===== src/rtl/fma16_flag_collector.sv =====
// fma16_flag_collector
//   Consumer-side endpoint of the fp16 FMA result/flag interface. Accepts
//   {result, flags} beats over a valid/ready handshake and queues them in a
//   DEPTH-entry FIFO toward writeback. NaN results are canonicalized when
//   they are pushed. The block also keeps the sticky fflags register and a
//   saturating count of accepted invalid-operation (NV) beats.
//
// Ports
//   clk, reset             clock; asynchronous active-high reset
//   in_valid/in_ready      producer handshake (in_ready = FIFO not full)
//   in_result, in_flags    fp16 result and {NV, OF, UF, NX} flags
//   out_valid/out_ready    writeback handshake for the FIFO head
//   out_result, out_flags  registered FIFO head (NaN-canonicalized result)
//   csr_wr, csr_wdata      fflags write (has priority over csr_clr)
//   csr_clr                clear fflags and nv_count
//   fflags                 sticky accumulated flags
//   nv_count               saturating count of accepted NV beats
module fma16_flag_collector #(
  parameter int DEPTH = 4,
  parameter int CNT_W = 8
) (
  input  logic             clk,
  input  logic             reset,
  input  logic             in_valid,
  output logic             in_ready,
  input  logic [15:0]      in_result,
  input  logic [3:0]       in_flags,
  output logic             out_valid,
  input  logic             out_ready,
  output logic [15:0]      out_result,
  output logic [3:0]       out_flags,
  input  logic             csr_wr,
  input  logic [3:0]       csr_wdata,
  input  logic             csr_clr,
  output logic [3:0]       fflags,
  output logic [CNT_W-1:0] nv_count
);

  localparam int AW = (DEPTH > 1) ? $clog2(DEPTH) : 1;
  localparam int CW = AW + 1;
  localparam logic [CW-1:0]    FULL_CNT = CW'(DEPTH);
  localparam logic [CW-1:0]    ZERO_CNT = {CW{1'b0}};
  localparam logic [CNT_W-1:0] NV_MAX   = {CNT_W{1'b1}};

  // Any exponent-all-ones value with a nonzero mantissa is a NaN; all NaNs
  // collapse to the canonical quiet NaN. Infinities and zeros pass through.
  function automatic logic [15:0] canonNan(input logic [15:0] value);
    logic [15:0] result;
    if ((value[14:10] == 5'h1f) && (value[9:0] != 10'h000)) begin
      result = 16'h7e00;
    end else begin
      result = value;
    end
    return result;
  endfunction

  logic [15:0]      memResult [DEPTH];
  logic [3:0]       memFlags  [DEPTH];
  logic [AW-1:0]    wrPtr;
  logic [AW-1:0]    rdPtr;
  logic [AW-1:0]    rdPtrNext;
  logic [CW-1:0]    count;
  logic [CW-1:0]    countAfterPop;
  logic [CW-1:0]    countNext;
  logic             push;
  logic             pop;
  logic             nvHit;
  logic [15:0]      pushResult;
  logic [15:0]      headResultNext;
  logic [3:0]       headFlagsNext;
  logic [3:0]       fflagsBase;
  logic [3:0]       fflagsNext;
  logic [CNT_W-1:0] nvNext;

  // Handshake decode, next occupancy, next head value and CSR next-state.
  always_comb begin
    push          = in_valid & in_ready;
    pop           = out_valid & out_ready;
    nvHit         = push & in_flags[3];
    pushResult    = canonNan(in_result);
    rdPtrNext     = rdPtr + AW'(pop);
    countAfterPop = count - CW'(pop);
    countNext     = countAfterPop + CW'(push);

    // The head register always shows the entry at the next read pointer.
    // When the FIFO drains to empty in the same cycle as a push, that entry
    // is the beat being written now, so it comes from the input side.
    headResultNext = out_result;
    headFlagsNext  = out_flags;
    if (countNext == ZERO_CNT) begin
      headResultNext = out_result;
      headFlagsNext  = out_flags;
    end else if (countAfterPop == ZERO_CNT) begin
      headResultNext = pushResult;
      headFlagsNext  = in_flags;
    end else begin
      headResultNext = memResult[rdPtrNext];
      headFlagsNext  = memFlags[rdPtrNext];
    end

    // Write beats clear; flags of a beat pushed this cycle are always OR-ed in.
    if (csr_wr) begin
      fflagsBase = csr_wdata;
    end else if (csr_clr) begin
      fflagsBase = 4'h0;
    end else begin
      fflagsBase = fflags;
    end
    fflagsNext = fflagsBase | (push ? in_flags : 4'h0);

    if (csr_clr) begin
      nvNext = CNT_W'(nvHit);
    end else if (nvHit && (nv_count != NV_MAX)) begin
      nvNext = nv_count + CNT_W'(1'b1);
    end else begin
      nvNext = nv_count;
    end
  end

  // FIFO storage; contents need no reset because only written slots are read.
  always_ff @(posedge clk) begin
    if (push) begin
      memResult[wrPtr] <= pushResult;
      memFlags[wrPtr]  <= in_flags;
    end
  end

  // Pointers, occupancy, registered handshake/head outputs and CSR state.
  always_ff @(posedge clk or posedge reset) begin
    if (reset) begin
      wrPtr      <= {AW{1'b0}};
      rdPtr      <= {AW{1'b0}};
      count      <= ZERO_CNT;
      in_ready   <= 1'b1;
      out_valid  <= 1'b0;
      out_result <= 16'h0000;
      out_flags  <= 4'h0;
      fflags     <= 4'h0;
      nv_count   <= {CNT_W{1'b0}};
    end else begin
      wrPtr      <= wrPtr + AW'(push);
      rdPtr      <= rdPtrNext;
      count      <= countNext;
      in_ready   <= (countNext != FULL_CNT);
      out_valid  <= (countNext != ZERO_CNT);
      out_result <= headResultNext;
      out_flags  <= headFlagsNext;
      fflags     <= fflagsNext;
      nv_count   <= nvNext;
    end
  end

endmodule


===== config.mk =====
export PLATFORM = sky130hd
export DESIGN_NAME = fma16_flag_collector
export DESIGN_NICKNAME = d
export VERILOG_FILES = /design/src/rtl/fma16_flag_collector.sv
export SDC_FILE = /design/constraint.sdc
export NUM_CORES = 1
export LEC_CHECK = 0
export BUFFER_PORTS_ARGS = -buffer_cell sky130_fd_sc_hd__buf_4
export CAP_MARGIN = 10
export CORE_MARGIN = 5
export CORE_UTILIZATION = 62
export CTS_CLUSTER_DIAMETER = 150
export DETAILED_ROUTE_END_ITERATION = 10
export PLACE_DENSITY = 0.83
export SLEW_MARGIN = 15
export SYNTH_ARGS = -nofsm -noshare
export SYNTH_HDL_FRONTEND = slang
export SYNTH_SLANG_ARGS = --single-unit
export TNS_END_PERCENT = 1

===== constraint.sdc =====
create_clock -name clk -period 7.2 [get_ports clk]
set_input_delay 1.44 -clock clk [delete_from_list [all_inputs] [get_ports clk]]
set_output_delay 1.44 -clock clk [all_outputs]
set_load 0.03 [all_outputs]

## After elaboration in Yosys (flattened, before gate mapping)

Memory sizes are Yosys's and may differ from the RTL's.
Index checks and enable logic that the tools add are counted.

| storage, ports and cells | value |
|---|---|
| input bits | 30 |
| memories | 2 |
| RAM bits | 80 |
| latch bits | 0 |
| register bits | 41 |
| bits in read-only memories | 0 |
| logic and storage cells | 40 |
| output and inout port bits | 34 |

| operators by class | value |
|---|---|
| add/sub/neg operators | 5 |
| muxes and demuxes | 10 |
| shift-type cells | 0 |
| eq/ne operators | 3 |
| bitwise logic cells | 4 |
| multiply operators | 0 |
| $lt $le $gt $ge | 0 |
| divide/modulo/power cells | 0 |
| reduce and logical (&&, ||, !) cells | 7 |

Memories:

| memory | depth | width | rd ports | clocked after Yosys merged registers in | wr ports | line | RTL |
|---|---|---|---|---|---|---|---|
| memResult | 4 | 16 | 1 | 0 | 1 | 57 | `logic [15:0] memResult [DEPTH];` |
| memFlags | 4 | 4 | 1 | 0 | 1 | 58 | `logic [3:0] memFlags [DEPTH];` |

Operator list:

| operator | number |
|---|---|
| 16-bit 2-to-1 mux | 2 |
| 4-bit 2-to-1 mux | 4 |
| 8-bit 2-to-1 mux | 2 |
| 10-bit nonzero test | 1 |
| 8-bit by 1-bit adder with 8-bit output, second input constant | 1 |
| 8-bit != test, second input constant | 1 |
| 3-bit logical NOT | 2 |
| 5-bit == test, second input constant | 1 |
| 2-bit by 1-bit adder with 2-bit output | 2 |
| 4-bit OR | 1 |
| 3-bit by 1-bit adder with 3-bit output | 1 |
| 1-bit AND | 3 |
| 3-bit != test, second input constant | 1 |
| 3-bit nonzero test | 1 |
| 3-bit by 1-bit subtractor with 3-bit output | 1 |
| 1-bit logical AND | 2 |
| 1-bit 2-to-1 mux | 2 |
| 2-bit nonzero test | 1 |

## Depth between registers and ports, before layout

| depth | value |
|---|---|
| depth in word-level cells | 5 |
| depth in mapped cells | 11 |
| mapped depth without buffers | 10 |

## Worst setup path after synthesis

Ideal clock, no wire load.

| timing path | value |
|---|---|
| path type | input to register |
| start point | input in_valid |
| end point | memory memFlags[1][0], enable pin |
| arrival | 3.069 ns |
| stages on the path | 2 |
| setup slack | 3.705 ns |
| buffers on the path | 0 |
| cells stage by stage | nand2_1 > nor3b_1 |

| between the ends | value |
|---|---|
| word-level cells in the longest chain between the ends | 3 |

RTL lines:

| what | line | RTL |
|---|---|---|
| start, declared | 24 | `input logic in_valid,` |
| 1-bit AND | 77 | `push = in_valid & in_ready;` |
| 1-bit 2-to-1 mux | 122 | `if (push) begin` |
| 1-bit 2-to-1 mux (implied by the code) | 124 | `memFlags[wrPtr] <= in_flags;` |
| end, declared | 58 |  |

No other way between the ends.

## Worst setup path in the final report

| timing path | value |
|---|---|
| start point | input out_ready |
| end point | register out_result[9] |

| between the ends | value |
|---|---|
| word-level cells in the longest chain between the ends | 4 |

RTL lines:

| what | line | RTL |
|---|---|---|
| start, declared | 29 | `input logic out_ready,` |
| 1-bit AND | 78 | `pop = out_valid & out_ready;` |
| 3-bit by 1-bit subtractor with 3-bit output | 82 | `countAfterPop = count - CW'(pop);` |
| 3-bit by 1-bit adder with 3-bit output | 83 | `countNext = countAfterPop + CW'(push);` |
| named net countNext[2] | 64 | `logic [CW-1:0] countNext;` |
| 3-bit logical NOT | 90 | `if (countNext == ZERO_CNT) begin` |
| end signal, assigned | 146 | `out_result <= headResultNext;` |
| end, declared | 30 | `output logic [15:0] out_result,` |

The timed path passes the listed nets, and every way through them passes these cells.
A chain may end at the register's enable or synchronous reset.

==> results <==
- Of the available clock period, the critical path in the final layout requires 0.480.
- After synthesis, the netlist uses 44 different library cells.
- The total of cells resized after clock tree synthesis is 0.
- The category of cells accounting for the largest share of critical-path delay is buffers and inverters.
- Dividing total power by cell area gives a power density of 486 nW/um2.
- The number of rows in the core area is 32.
- The first TritonRoute pass finished after 5 iterations.
- The count of final hold-check violations is 0.
- After synthesis, the cell types taking the most area are edfxtp_1 (48%), dfrtp_1 (20%), mux4_2 (9.1%).
- The worst hold path terminates at fflags[0].
- The number of antenna cells inserted is 0.
- The most repeated library cell on the critical path is ha_1.
- At the worst endpoint, the arrival time is 3870 ps.
- The worst hold path passes through 2 cells.
- Counting flops with an async set or reset pin after synthesis yields a share of 0.339.
- The number of buffers added to fix hold violations after cts is 0.
- The total detailed-routing wirelength is 11200 um.
- Dividing the detail-routed via count by the number of cells gives 6.07.
- Along the worst path, the maximum fanout reaches 21.
- The type of the worst setup path is in2reg.
- Of the cells placed in the final design, the portion with a size suffix greater than 1 is 0.320.
- The clock tree buffer depth is 2.
- For this run, the leading register cell type out of synthesis is edfxtp_1.
- The count of routing violations after the opening detailed-route iteration is 246.
- The total number of clock tree sinks is 121.
- Counting the buffers created by CTS gives 17.
- Summed over all layers, the global routing overflow is 0.
- The fraction of synthesized cell area taken by the top area cell type is 0.483.
- The share of the Yosys chip area taken by registers is 0.689.
- The slowest cell on the critical path is inv_1.
- At the pin with the least slew margin, the transition time is 1120 ps.
- Counting flops and latches in the post-synthesis netlist gives 121.
- Leaving out fill and tap cells, the most frequent cells in the layout are edfxtp_1 (80), buf_4 (71), dfrtp_1 (40).
- The setup violation total in the final timing report is 0.
- Overall power consumption after layout is estimated at 0.00299 W.
- Counting flops with a built-in enable in the synthesized netlist gives 80.
- Entering global routing, the biggest net connects 42 pins.
- The worst-case vdd ir drop is 0.000243 V.
- The most common cell after layout, fill and taps aside is edfxtp_1.
- The clock latency on the worst-skew pair is 520 ps.
- The final estimated routing congestion in global placement is 0.779.
- The global-route wire length before repair is 17900 um.
- Timing would allow up to 289 MHz.
- The post-CTS repair timing setup buffer count is 0.
- Walking the worst path, the cells encountered are buf_4 -> and2_1 -> ha_1 -> ha_1 -> inv_1 -> ha_1 -> xor3_1 -> nor3_2 -> buf_4 -> inv_1 -> o21a_1 -> a22o_1.
- The critical path capture point type is a register.
- After layout, the minimum clock period comes to 3460 ps.
- The number of nets in the layout is 440.
- The headroom to the max-slew limit is 0.254.
- The cell count after synthesis is 333.
- For this configuration, the core starts out at a cell density of 0.640.
- The post-route core utilization is 0.792.
- The area growth from synthesis to layout is 23.7%.
- 64 I/O pins were placed.
- The core region is 7770 um2.
- At the worst endpoint, the required time is 7620 ps.
- The CTS clock-pin slew for the worst setup and hold paths is 70 ps.
- The final total negative setup slack is 0 ps.
- The library cell with the largest summed area after synthesis is edfxtp_1.
- The width of the die is 99.6 um.
- Input and output buffers added on the ports amount to 63.
- Across the run, the number of max-cap violations was 0.
- The reported leakage power is 2.40 nW.
- The number of antenna violations at the first check in global routing is 0.
- After synthesis, the mean cell area works out to 14.9 um2.
- The worst register-to-register path has a setup slack of 4330 ps.
- After detailed routing, the average wire length per cell comes to 21.7 um.
- The number of global-route vias before repair is 3395.
- The CTS H-tree depth is 4.
- On the worst path, the slowest cell contributes a delay of 370 ps.
- The number of max-slew violations in the final report was 0.
- The critical path contains buffers and inverters numbering 4 combined.
- The run finished with clean final reports.
- The cell count of the worst reg-to-reg path is 11.
- The DRC violation count after routing is 0.
- The Yosys step of the flow raised 0 warnings.
- Setup repair after global routing left no endpoint under its margin.
- In this run the critical register-to-register path is launched from out_valid.
- The height of the chip is 99.6 um.
- The global-route usage over all layers is 0.245.
- The total number of vias is 3144.
- The endpoint identified for the worst register-to-register timing path is out_result[9].
- The class of the most critical hold timing path is reg2reg.
- Counting every net in the synthesized netlist gives 370.
- The worst hold path begins at fflags[0].
- The clock skew after layout is 13.8 ps.
- The launching element type of the critical path is an input pin.
- The die covers 9920 um2.
- The total standard cell area after synthesis is 4970 um2.
- The cell chosen for the clock root is clkbuf_8.
- Once detail routing completed, the nets flagged for antenna violations numbered 0.
- After legalization and detailed placement, the total HPWL measured 6370 um.
- The worst hold slack after final layout is 520 ps.
- The CTS tree is yes.
==> worst max-delay path by stage <==
stage / from / slack (ps) / end / cells after the start
after floorplan: in_valid / 3700 / memFlags[1][0] / 2
after global placement: out_ready / 3310 / out_result[9] / 12
after detailed placement: out_ready / 3220 / out_result[9] / 12
after CTS: out_ready / 3750 / out_result[9] / 12
after global routing: out_ready / 3590 / out_result[9] / 12
final: out_ready / 3740 / out_result[9] / 12
==> tightest hold or removal path, delay by kind of cell, from the launching register on <==
kind / cells / cell delay (ps)
DFF: 1 / 350
and+or+nand+nor: 1 / 60
AOI/OAI and AO/OA: 1 / 70
==> cells in the mapped netlist, types with 3 or more instances <==
library cell,count
buf_2,9
o211ai_1,5
nand2_1,26
mux4_2,20
ha_1,7
a31oi_1,5
a21oi_1,37
inv_1,10
nand3_1,5
or4_1,4
and2_1,10
clkbuf_1,8
o21ai_0,3
edfxtp_1,80
dfrtp_1,40
and3_1,3
nor2_1,24
xor2_1,3
==> metrics by stage <==
step | instances | cell area, um2 | setup slack, ps
6_report | 518 | 6150 | 3740
4_1_cts | 518 | 6150 | 3750
5_1_grt | 518 | 6150 | 3590
3_3_place_gp | 486 | 5560 | 3310
2_1_floorplan | 333 | 4970 | 3700
3_5_place_dp | 486 | 5560 | 3220
==> report_power, final <==
| group | total [W] | internal (W) | switching (W) | leakage (nW) |
|---|---|---|---|---|
| clock network | 0.000842 | 0.000528 | 0.000314 | 0.273 |
| registers | 0.00103 | 0.000942 | 0.0000840 | 1.22 |
| logic | 0.00112 | 0.000455 | 0.000668 | 0.901 |
| total | 0.00299 | 0.00192 | 0.00107 | 2.40 |
==> area by class of cell <==
type,count,area [um2]
tap,102,128
clock buffer,18,418
inverter,10,37.5
fill,433,1610
timing repair buffer,71,533
sequential,121,3430
multi-input combinational,182,1430
clock inverter,14,176
==> routing by layer <==
layer  global-route usage  up-vias  share of wire
li1                     -     1396              -
met1                0.294     1585           0.38
met2                0.431      133           0.54
met3               0.0582       30          0.063
met4               0.0872        0          0.023
met5                    0        -              0
==> sequential cells by signal, summed over array words and instances, names as in the netlist <==
| name | flops |
|---|---|
| wrPtr | 2 |
| in_ready | 1 |
| rdPtr | 2 |
| memResult | 64 |
| out_result | 16 |
| fflags | 4 |
| out_valid | 1 |
| nv_count | 8 |
| count | 3 |
| out_flags | 4 |
| memFlags | 16 |
==> cells by family (layout without fill, tap and decap cells) <==
logic type                 count (synthesis)  in the layout  synth area share
DFF                                      121            121             0.689
and+or+nand+nor                           90             90            0.0941
AOI/OAI and AO/OA                         60             60            0.0699
buffers and inverters                     30            113            0.0264
muxes                                     21             21            0.0926
adders and majority gates                  7              7            0.0176
xor gates and xnor gates                   4              4            0.0101
Note: power is estimated with default switching activity, not from simulation.
